--- src/rtl/mux_sel_arbiter.sv ---
// Round-robin arbiter driving the select lines of a downstream 4:1 mux.
// Grants are sticky until ready_i is seen or the hold timer expires.
module mux_sel_arbiter #(
  parameter int unsigned MAX_HOLD = 16
) (
  input  logic       clk_i,
  input  logic       rst_i,
  input  logic [3:0] req_i,
  input  logic       ready_i,
  output logic       s0_o,
  output logic       s1_o,
  output logic       valid_o,
  output logic [3:0] grant_o,
  output logic       timeout_o
);

  localparam int unsigned CNT_W = $clog2(MAX_HOLD + 1);

  typedef enum logic {IDLE, GRANT} state_t;

  state_t           state;
  logic [1:0]       ptr;
  logic [1:0]       sel;
  logic [CNT_W-1:0] cnt;
  logic [1:0]       win;
  logic             found;
  logic [1:0]       idx;

  // First set request scanning from ptr upward, wrapping modulo 4.
  always_comb begin
    win   = '0;
    found = 1'b0;
    idx   = '0;
    for (int unsigned i = 0; i < 4; i++) begin
      idx = ptr + 2'(i);
      if (!found && req_i[idx]) begin
        win   = idx;
        found = 1'b1;
      end
    end
  end

  always_ff @(posedge clk_i) begin
    if (rst_i) begin
      state     <= IDLE;
      ptr       <= '0;
      sel       <= '0;
      valid_o   <= 1'b0;
      grant_o   <= '0;
      timeout_o <= 1'b0;
      cnt       <= '0;
    end else begin
      timeout_o <= 1'b0;
      case (state)
        IDLE: begin
          if (found) begin
            sel     <= win;
            valid_o <= 1'b1;
            grant_o <= 4'b0001 << win;
            cnt     <= '0;
            state   <= GRANT;
          end
        end
        GRANT: begin
          if (ready_i || cnt == CNT_W'(MAX_HOLD - 1)) begin
            // Completion outranks expiry when both land on the same edge.
            timeout_o <= ~ready_i;
            valid_o   <= 1'b0;
            grant_o   <= '0;
            ptr       <= sel + 2'd1;
            state     <= IDLE;
          end else begin
            cnt <= cnt + 1'b1;
          end
        end
        default: state <= IDLE;
      endcase
    end
  end

  assign s0_o = sel[0];
  assign s1_o = sel[1];

endmodule

--- config.mk ---
export PLATFORM = sky130hd
export DESIGN_NAME = mux_sel_arbiter
export DESIGN_NICKNAME = d
export VERILOG_FILES = /design/src/rtl/mux_sel_arbiter.sv
export SDC_FILE = /design/constraint.sdc
export NUM_CORES = 1
export LEC_CHECK = 0
export CORE_UTILIZATION = 48
export CTS_CLUSTER_SIZE = 12
export DETAILED_ROUTE_END_ITERATION = 6
export HOLD_SLACK_MARGIN = 0.08
export PLACE_DENSITY = 0.74
export SKIP_CTS_REPAIR_TIMING = 1
export SYNTH_ARGS = -nofsm -noshare
export SYNTH_HDL_FRONTEND = slang
export SYNTH_SLANG_ARGS = --single-unit
--- constraint.sdc ---
create_clock -name clk_i -period 2.3 [get_ports clk_i]
set_clock_uncertainty 0.2 [all_clocks]
set_input_delay 0.46 -clock clk_i [delete_from_list [all_inputs] [get_ports clk_i]]
set_output_delay 0.46 -clock clk_i [all_outputs]
set_load 0.01 [all_outputs]
==> flow_summary.ini <==
[status]
outcome = finished clean

[routing]
route.vias.total = 678
viasPerCell = 5.603
route.detailed.drc = 0
first_pass_iters = 4
antenna_left = 0
drt-wirelength-per-cell_um = 12.28
drtIter0Drc = 5
totalWireLength_um = 1486

[global_route]
grtUsageMet2 = 0.3828
antenna_found_initial = 0
first_global_vias = 572
grtUsageTotal = 0.2056
grt_max_degree = 17
grt_use_met3 = 0.09043
grt_util_met1 = 0.2045
gr-total-overflow = 0
busiest_layer = met2
grt_pass1_wl_um = 2221

[yosys]
syn_nets = 93
async_flop_share = 0
synth_seq_cells = 16
synth_top_cell_area_share = 0.4303
yosysTopAreaCell = dfxtp_1
netlist_instances = 84
synthDistinctLibCells = 35
synth.area.top_cells = dfxtp_1, o31ai_1, a21oi_1
synth_seq_area_share = 0.4303
synthesis.area_um2 = 744.5
avgSynthCellArea_um2 = 8.863
synth_ff_type = dfxtp_1
synth_edf_count = 0
yosysWarningCount = 0

[clocking]
cts.sinks = 16
clock_latency_ns = 0.29
cts_tree = done
path_clk_slew_ns = 0.09
clockBufferDepth = 2
cts_buffers = 3
root_buffer = clkbuf_4
htreeDepth = 1

[cells_and_area]
nets = 116
finalNonFillerCells = 121
final_cell_area_um2 = 975.9
drive_gt1_frac = 0.1038
final_common_cell = dfxtp_1
diodes = 0
mostFrequentLayoutCells = dfxtp_1, clkdlybuf4s50_1, nor2_1
syn_to_final_growth_pct = 31.09

[hold_path]
holdPathStages = 2
hp-start = sel[1]$_SDFFE_PP0P_
hp-class = flop to flop

[pwr]
max-vdd-ir-drop_uv = 386.5
swShare = 0.2550
cellLeakagePower_nw = 0.3647
pwr-share-seq = 0.504
cellPowerDensity_nw_per_um2 = 612.4
p_comb_frac = 0.183
p_sw_w = 0.0001524
p_int_w = 0.0004452
clkPwrFrac = 0.313

[critical_path]
timing.critical_path.from_type = flop
timing.critical_path.buf_inv = 0
arrival_ns = 1.99
crit_cells = 6
startpoint = cnt[0]$_SDFFE_PP0P_
worstPathRequired_ns = 2.29
max_stage_delay_ns = 0.51
reg2reg_from = cnt[0]$_SDFFE_PP0P_
cp_slowest_cell = or3b_2
path_common_cell = ha_1
reg2regPathDepth = 6
worstPathCellList = ha_1, and3_1, ha_1, or3b_2, a31oi_1, nor2_1
crit_path_max_fanout = 5
critPathKind = flop to flop
endpoint_kind = flop
critPathTopFamily = simple AND/OR/NAND/NOR gates

[timing]
drv_slew = 0
max_freq_mhz = 500.6
setup_tns_ns = 0
fin_crit_ns = 1.998
relSlewSlack = 0.7184
fin_ws_ns = 0.3024
setup_viol = 0
hold_slack_ns = 0.2913
tightest_slew_ns = 0.4185
post-route-period-util = 0.8685
rsz0062_at_grt = no
finalHoldViolCount = 0

[run]
cap_violations = 0

[floorplanning]
io_pins = 15
die-area_um2 = 1712
rows = 13
core_um2 = 1366
initial_core_util = 0.5449
die_y_um = 41.38
die_x_um = 41.38

[placement]
preCtsSetupSlack_ns = 0.09884
portBuffers = 14
place_congestion = 0.7357
dpl.hpwl_um = 1131
dp_cells = 117
post_dp_cell_area_um2 = 939.7
[sequential cells by signal (all words and copies together), names as in the netlist]
| register | flops |
|---|---|
| state | 1 |
| ptr | 2 |
| sel | 2 |
| timeout_o | 1 |
| cnt | 5 |
| valid_o | 1 |
| grant_o | 4 |
[worst register-to-register path: stages, from the launching register on]
cell	delay (ns)
dfxtp_1	0.35
ha_1	0.21
and3_1	0.19
ha_1	0.20
or3b_2	0.51
a31oi_1	0.19
nor2_1	0.05
[routing by layer]
metal	wire (µm)	share of wire	vias to the layer above
met2	754	0.51	17
met5	0	0	-
met3	66	0.044	2
met4	14	0.0094	0
met1	651	0.44	304
li1	-	-	355
[synth_stat cells, types with 2 or more instances]
library cell  count
a21oi_1           7
dfxtp_1          16
ha_1              2
inv_1             2
nand2_1           4
nand3_1           2
nand4b_1          4
nor2_1            9
nor2b_1           4
nor3_1            4
o31ai_1           5
xor2_1            2
[cell families (layout without fill, tap and decap cells)]
logic type,Yosys count,after routing,share of synthesized area
flops,16,16,0.4303
compound gates,22,22,0.1983
fa+ha+maj,2,2,0.03361
simple gates,37,37,0.2807
buf+inv,4,26,0.02184
xor+xnor,3,3,0.03530
[per-stage QoR]
| stage | util | power [W] |
|---|---|---|
| 4_1_cts | 0.7143 | 0.0006039 |
| 3_3_place_gp | 0.6877 | 0.0004156 |
| 3_5_place_dp | 0.6877 | 0.0004168 |
| 2_1_floorplan | - | 0.0003629 |
| 5_1_grt | 0.7143 | 0.0006321 |
| 6_report | 0.7143 | 0.0005976 |
[power groups by stage]
| stage | registers, W | logic, W | clock network [W] |
|---|---|---|---|
| after global placement | 0.000307 | 0.000108 | 0 |
| after detailed placement | 0.000308 | 0.000109 | 0 |
| after CTS | 0.000302 | 0.000109 | 0.000193 |
| final | 0.000301 | 0.000109 | 0.000187 |
| after floorplan | 0.000311 | 0.0000523 | 0 |
| after global routing | 0.000304 | 0.000120 | 0.000209 |
[final cells by class]
type,instances,area [µm²]
Clock buffer,4,36.28
Fill cell,122,390.4
Inverter,2,7.507
Multi-Input combinational cell,64,407.9
Sequential cell,16,320.3
Tap cell,15,18.77
Timing Repair Buffer,20,185.2
[worst paths after layout]
check                         to  slack, ns
max          cnt[4]$_SDFFE_PP0P_       0.30
min          sel[1]$_SDFFE_PP0P_       0.29
max reg2reg  cnt[4]$_SDFFE_PP0P_       0.30
min reg2reg  sel[1]$_SDFFE_PP0P_       0.29
(Power assumes the default switching activity.)
